<file path="src/rtl/cpu_cycle_sequencer_pkg.sv">
// Shared control-unit definitions for the cycle sequencer: FSM encoding,
// T-step one-hot constants and the decoder length clamp.
package cpu_cycle_sequencer_pkg;

  localparam int unsigned MAX_CYCLES_DEFAULT = 8;

  localparam logic [1:0] ST_FETCH = 2'd0;
  localparam logic [1:0] ST_RUN   = 2'd1;
  localparam logic [1:0] ST_HALT  = 2'd2;

  localparam logic [3:0] STEP_T1 = 4'b0001;
  localparam logic [3:0] STEP_T2 = 4'b0010;
  localparam logic [3:0] STEP_T3 = 4'b0100;
  localparam logic [3:0] STEP_T4 = 4'b1000;

  // Zero or over-long decoder lengths degrade to a single M-cycle.
  function automatic logic [3:0] clamp_cycle_length(input logic [3:0] len,
                                                    input int unsigned max_cycles);
    if ((len == 4'd0) || (32'(len) > max_cycles)) begin
      return 4'd1;
    end else begin
      return len;
    end
  endfunction

endpackage

</file>
<file path="src/rtl/cpu_cycle_sequencer_cycle_step_ring.sv">
// Four-phase one-hot T-step rotator; holds when not advancing, snaps to T1
// when forced or in reset.
module cycle_step_ring
  import cpu_cycle_sequencer_pkg::*;
(
  input  logic       clk,
  input  logic       rst,
  input  logic       advance,
  input  logic       force_t1,
  output logic [3:0] step
);

  logic [3:0] step_r;

  // Rotate T1->T2->T3->T4->T1 on each advancing clock.
  always_ff @(posedge clk or posedge rst) begin
    if (rst) begin
      step_r <= STEP_T1;
    end else if (force_t1) begin
      step_r <= STEP_T1;
    end else if (advance) begin
      step_r <= {step_r[2:0], step_r[3]};
    end
  end

  assign step = step_r;

endmodule

</file>
<file path="src/rtl/cpu_cycle_sequencer.sv">
// Control-unit T-step / M-cycle sequencer: post-reset fetch, instruction
// length tracking, early exit, bus-wait stall and HALT/wake.
module cpu_cycle_sequencer
  import cpu_cycle_sequencer_pkg::*;
#(
  parameter int unsigned MAX_CYCLES = MAX_CYCLES_DEFAULT
) (
  input  logic                  i_Clk,
  input  logic                  i_Reset,
  input  logic                  i_Stall,
  input  logic [3:0]            i_Cycle_Length,
  input  logic                  i_Early_Exit,
  input  logic                  i_Halt_Req,
  input  logic                  i_Wake,
  output logic [3:0]            o_Cycle_Step,
  output logic [MAX_CYCLES-1:0] o_Cycle_Count,
  output logic                  o_Fetch_Cycle,
  output logic                  o_Last_Cycle,
  output logic                  o_Instr_Done,
  output logic                  o_Halted
);

  logic [1:0]            state_r;
  logic [MAX_CYCLES-1:0] count_r;
  logic [3:0]            len_r;
  logic                  exit_r;

  logic [3:0] step_s;
  logic [3:0] len_clamped_s;
  logic       len_hit_s;
  logic       last_s;
  logic       at_t4_s;
  logic       in_halt_s;
  logic       advance_s;

  assign in_halt_s     = (state_r == ST_HALT);
  assign advance_s     = !i_Stall && !in_halt_s;
  assign at_t4_s       = step_s[3];
  assign len_clamped_s = clamp_cycle_length(i_Cycle_Length, MAX_CYCLES);
  assign len_hit_s     = |(count_r & (MAX_CYCLES'(1) << (len_r - 4'd1)));

  cycle_step_ring u_step_ring (
    .clk      (i_Clk),
    .rst      (i_Reset),
    .advance  (advance_s),
    .force_t1 (in_halt_s),
    .step     (step_s)
  );

  // During the first M-cycle the latched length is not valid yet, so use the live decoder value.
  always_comb begin
    last_s = 1'b0;
    if (state_r == ST_RUN) begin
      if (count_r[0]) begin
        last_s = (len_clamped_s == 4'd1) || exit_r;
      end else begin
        last_s = len_hit_s || exit_r;
      end
    end else begin
      last_s = 1'b0;
    end
  end

  // FSM, M-cycle shifter, length latch and early-exit flag.
  always_ff @(posedge i_Clk or posedge i_Reset) begin
    if (i_Reset) begin
      state_r <= ST_FETCH;
      count_r <= '0;
      len_r   <= 4'd1;
      exit_r  <= 1'b0;
    end else begin
      case (state_r)
        ST_FETCH: begin
          if (!i_Stall && at_t4_s) begin
            state_r <= ST_RUN;
            count_r <= MAX_CYCLES'(1);
          end
        end
        ST_RUN: begin
          if (!i_Stall) begin
            if (count_r[0] && step_s[0]) begin
              len_r <= len_clamped_s;
            end
            if (at_t4_s) begin
              if (last_s) begin
                exit_r <= 1'b0;
                if (i_Halt_Req) begin
                  state_r <= ST_HALT;
                  count_r <= '0;
                end else begin
                  count_r <= MAX_CYCLES'(1);
                end
              end else begin
                count_r <= count_r << 1;
                if (i_Early_Exit) begin
                  exit_r <= 1'b1;
                end
              end
            end
          end
        end
        ST_HALT: begin
          if (i_Wake) begin
            state_r <= ST_RUN;
            count_r <= MAX_CYCLES'(1);
          end
        end
        default: begin
          state_r <= ST_FETCH;
          count_r <= '0;
        end
      endcase
    end
  end

  assign o_Cycle_Step  = step_s;
  assign o_Cycle_Count = count_r;
  assign o_Fetch_Cycle = (state_r == ST_FETCH);
  assign o_Halted      = in_halt_s;
  assign o_Last_Cycle  = last_s;
  assign o_Instr_Done  = (state_r == ST_RUN) && at_t4_s && last_s && !i_Stall;

endmodule

</file>
<file path="config.mk">
export PLATFORM = sky130hd
export DESIGN_NAME = cpu_cycle_sequencer
export DESIGN_NICKNAME = d
export VERILOG_FILES = /design/src/rtl/cpu_cycle_sequencer_pkg.sv /design/src/rtl/cpu_cycle_sequencer_cycle_step_ring.sv /design/src/rtl/cpu_cycle_sequencer.sv
export SDC_FILE = /design/constraint.sdc
export NUM_CORES = 1
export LEC_CHECK = 0
export CORE_ASPECT_RATIO = 0.75
export CORE_MARGIN = 3
export CORE_UTILIZATION = 35
export CTS_BUF_LIST = sky130_fd_sc_hd__clkbuf_16
export DETAILED_ROUTE_END_ITERATION = 16
export GPL_TIMING_DRIVEN = 1
export PLACE_DENSITY = 0.71
export SYNTH_ARGS = -nofsm -noshare
export SYNTH_HDL_FRONTEND = slang
export SYNTH_SLANG_ARGS = --single-unit
</file>
<file path="constraint.sdc">
create_clock -name i_Clk -period 2.3 [get_ports i_Clk]
set_clock_uncertainty 0.15 [all_clocks]
set_input_delay 0.23 -clock i_Clk [delete_from_list [all_inputs] [get_ports i_Clk]]
set_output_delay 0.23 -clock i_Clk [all_outputs]
set_load 0.03 [all_outputs]
</file>
==> results_tabular.tex <==
\begin{tabular}{lr}
\hline
Metric & Value \\
\hline
\multicolumn{2}{l}{\textbf{Timing}} \\
\quad Worst-Margin Slew & 729.6 ps \\
\quad Maximum frequency from static timing analysis & 426.2 MHz \\
\quad \# setup viols final & 1 \\
\quad Final hold slack & 256.5 ps \\
\quad Unrepaired setup endpoints after global routing & yes \\
\quad Crit path setup slack, layout & -46.59 ps \\
\quad Period utilisation layout & 102.0\% \\
\quad Count of final hold-check violations & 0 \\
\quad Final Max Tran Viols & 0 \\
\quad Slew HR & 51.31\% \\
\quad Final min period & 2347 ps \\
\multicolumn{2}{l}{\textbf{Layout}} \\
\quad Ant. Diodes & 0 \\
\quad Share of layout cells above drive strength 1 & 21.38\% \\
\quad Final cell utilization of the core & 55.88\% \\
\quad Post-route cell area & 0.001510 mm² \\
\quad NumNets Final & 156 \\
\quad Area growth from synthesis to layout & 47.02\% \\
\multicolumn{2}{l}{\textbf{Synthesis}} \\
\quad Gate Count Post-Synth & 104 \\
\quad Area of the mapped netlist & 0.001027 mm² \\
\quad Number of synthesis warnings & 0 \\
\quad Count of state elements after synthesis & 19 \\
\quad Cell taking the most area after synthesis & dfrtp\_1 \\
\quad Post-synth top area share & 41.41\% \\
\quad Biggest area contributors in the synthesized netlist & dfrtp\_1, nand2\_1, o21ai\_0 \\
\quad Count of cell types in the netlist & 36 \\
\quad Synth Net Count & 114 \\
\quad Mean area per synthesized cell & 9.877 µm² \\
\quad Share of synthesized area occupied by flip-flops and latches & 46.53\% \\
\multicolumn{2}{l}{\textbf{Die}} \\
\quad Vert. Die Dim & 52.92 µm \\
\quad Die width & 68.56 µm \\
\quad Total core area & 0.002703 mm² \\
\quad Number of top-level design ports & 26 \\
\quad Die footprint & 0.003628 mm² \\
\quad Initial Util & 38.01\% \\
\quad Number of rows in the core area & 16 \\
\multicolumn{2}{l}{\textbf{CTS}} \\
\quad CTS Buf Count & 3 \\
\quad CTS HTree Levels & 1 \\
\quad Count of clock tree sinks & 19 \\
\quad Quantity of hold-fixing buffers added after cts & 0 \\
\quad Max clock buf depth & 2 \\
\quad TritonCTS clock tree & done \\
\quad Buffer type at the clock tree root & clkbuf\_16 \\
\quad Clk slew on worst S/H paths & 50 ps \\
\quad Clk\_lat worst skew & 250 ps \\
\multicolumn{2}{l}{\textbf{Placement}} \\
\quad Area post-placement & 0.001411 mm² \\
\quad Number of buffers added on ports & 25 \\
\quad Global placement routability congestion & 0.8349 \\
\quad Half-perimeter wire length after placement & 1959 µm \\
\multicolumn{2}{l}{\textbf{Setup path}} \\
\quad CP Cell Sequence & mux2\_2 -> a2bb2oi\_1 -> a31o\_4 -> buf\_6 -> nor3b\_2 -> buf\_4 \\
\quad Critical path class & reg -> out \\
\quad Critical Path RT & 1920 ps \\
\quad Critical path peak fanout & 3 \\
\quad Top Family by Delay on Critical Path & flip-flops \\
\quad Critical path startpoint category & flip-flop \\
\quad Crit-path max cell delay & 560 ps \\
\quad Category of the worst setup path capture point & primary output \\
\quad Crit-path slowest cell & dfstp\_2 \\
\quad Buffer and inverter count on the worst path & 2 \\
\quad Minimum setup slack among reg-to-reg paths & 280 ps \\
\quad Worst endpoint data arrival time & 1970 ps \\
\multicolumn{2}{l}{\textbf{Routing}} \\
\quad Length of routed met3 wiring & 115 µm \\
\quad Top layer reached by signal wires & met3 \\
\quad Final routed DRC violation total & 0 \\
\quad Drt total wl & 2617 µm \\
\quad Met1 layer wirelength in the final routing & 1244 µm \\
\quad Routed vias & 938 \\
\quad Amount of wire on met2 after detailed routing & 1257 µm \\
\quad Mean number of vias per cell & 5.182 \\
\quad ANT nets after route & 0 \\
\quad Detail-routed net length per standard cell & 14.46 µm \\
\quad First-pass detailed-route iteration total & 4 \\
\quad DRC marker count from the first detailed-route iteration & 102 \\
\multicolumn{2}{l}{\textbf{Min path}} \\
\quad Type of the most critical hold path & in -> async \\
\multicolumn{2}{l}{\textbf{Run}} \\
\quad Number of maximum-capacitance violations & 0 \\
\multicolumn{2}{l}{\textbf{Power and ir drop}} \\
\quad Worst-case vdd ir drop & 0.5998 mV \\
\quad Power density cells & 1083 mW/mm² \\
\quad Leak & 0.0006513 µW \\
\multicolumn{2}{l}{\textbf{Status}} \\
\quad Result of the run & complete, but fails checks \\
\quad Failing checks & negative setup slack \\
\multicolumn{2}{l}{\textbf{GRT}} \\
\quad Maximum number of pins on one net before global-route repair & 20 \\
\quad First-pass GRT wire length & 4305 µm \\
\quad Tot GR Track Use & 16.20\% \\
\quad Number of antenna violations at the first check in global routing & 0 \\
\quad Vias in the first global route & 922 \\
\quad Grt ovf & 0 \\
\hline
\end{tabular}
## cells in the final DEF (no fill, tap or decap), types with 2 or more instances in the layout
| master | instances |
|---|---|
| clkdlybuf4s50_1 | 23 |
| dfrtp_1 | 17 |
| nand2_1 | 15 |
| buf_4 | 15 |
| o21ai_0 | 11 |
| nor2_1 | 8 |
| a22oi_1 | 6 |
| a21oi_1 | 5 |
| nand2b_1 | 4 |
| inv_1 | 3 |
| mux2i_1 | 3 |
| clkbuf_16 | 3 |
| nand4bb_1 | 2 |
| nand3_1 | 2 |
| o22ai_1 | 2 |
| dfstp_2 | 2 |
## cells by family (layout without fill, tap and decap cells)
kind of cell,Yosys count,count (layout),synth area share (%)
AO/OA/AOI/OAI,34,34,22.78
buffers and inverters,5,46,2.071
flip-flops,19,19,46.53
multiplexers,5,5,6.212
AND/OR/NAND/NOR,41,41,22.41
## sequential cells by signal, summed over array words and instances, names as in the netlist
| name | count |
|---|---|
| u_step_ring.step | 4 |
| o_Cycle_Count | 8 |
| state_r | 2 |
| len_r | 4 |
| exit_r | 1 |
## per-layer routing
metal | track usage [%] | vias to the layer above
met1 | 21.55 | 450
met4 | 3.960 | 0
met5 | 0 | -
met3 | 4.459 | 0
met2 | 25.83 | 25
li1 | - | 463
## timing repair
item | 4_1_cts | 5_1_grt
setup endpoints to repair | 2 | 2
buffers inserted | 1 | 0
pin swaps | 3 | 2
endpoints found under the hold margin | 0 | 0
resized for setup | 7 | 1
## cell usage after synthesis
library cell and instances:
nand3_1 2, mux2i_1 3, clkbuf_1 1, inv_1 2, or2b_1 1, and4_4 1
mux4_2 1, nor4bb_1 1, o21ai_1 1, a31o_2 1, a21o_1 1, o22ai_1 2
o21a_1 1, nand2b_1 4, nand4bb_1 2, a31oi_1 1, a211oi_4 1, nor2_1 8
nand3b_1 1, dfrtp_1 17, o21ai_0 11, a22oi_1 6, nand2_1 15, o21bai_1 1
dfstp_2 2, and3b_1 1, nor2b_1 1, buf_2 2, or3_1 1, a2bb2oi_1 1
a21o_2 1, o41ai_2 1, or4b_4 1, mux2_2 1, nor3b_1 2, a21oi_1 5
## power breakdown
part | internal, µW | total [µW] | switching, µW
registers | 445 | 560 | 115
clock network | 231 | 345 | 114
logic | 348 | 730 | 382
total | 1020 | 1640 | 611
## final cells by class
cell class,count,area [µm²]
inverter,2,7.507
multi-input combinational,80,541.8
clock inverter,1,3.754
timing repair buffer,40,359.1
tap,36,45.04
sequential,19,478.0
fill,247,1192
clock buffer,3,75.07
## path summary, 6_finish.rpt
path / from / to / depth (start not counted)
max: len_r[0]$_DFFE_PP1P_ / o_Last_Cycle / 6
min: i_Reset / state_r[1]$_DFFE_PP0P_ / 2
min in group i_Clk: len_r[3]$_DFFE_PP0P_ / len_r[3]$_DFFE_PP0P_ / 2
max reg2reg: len_r[0]$_DFFE_PP1P_ / o_Cycle_Count[7]$_DFFE_PP0P_ / 4
max in group asynchronous: i_Reset / u_step_ring.step[2]$_DFFE_PP0P_ / 2
min reg2reg: len_r[3]$_DFFE_PP0P_ / len_r[3]$_DFFE_PP0P_ / 2
## per-stage QoR
stage	worst slack, ps	instances	power, µW	TNS [ps]
after floorplan	36.86	104	962.1	0
final	-46.59	181	1635	-46.59
after detailed placement	-235.9	176	1258	-235.9
after global routing	-79.98	181	1740	-79.98
after CTS	-39.89	181	1638	-39.89
after global placement	-212.9	176	1237	-212.9
No activity file was read; power rests on OpenSTA's default activity.
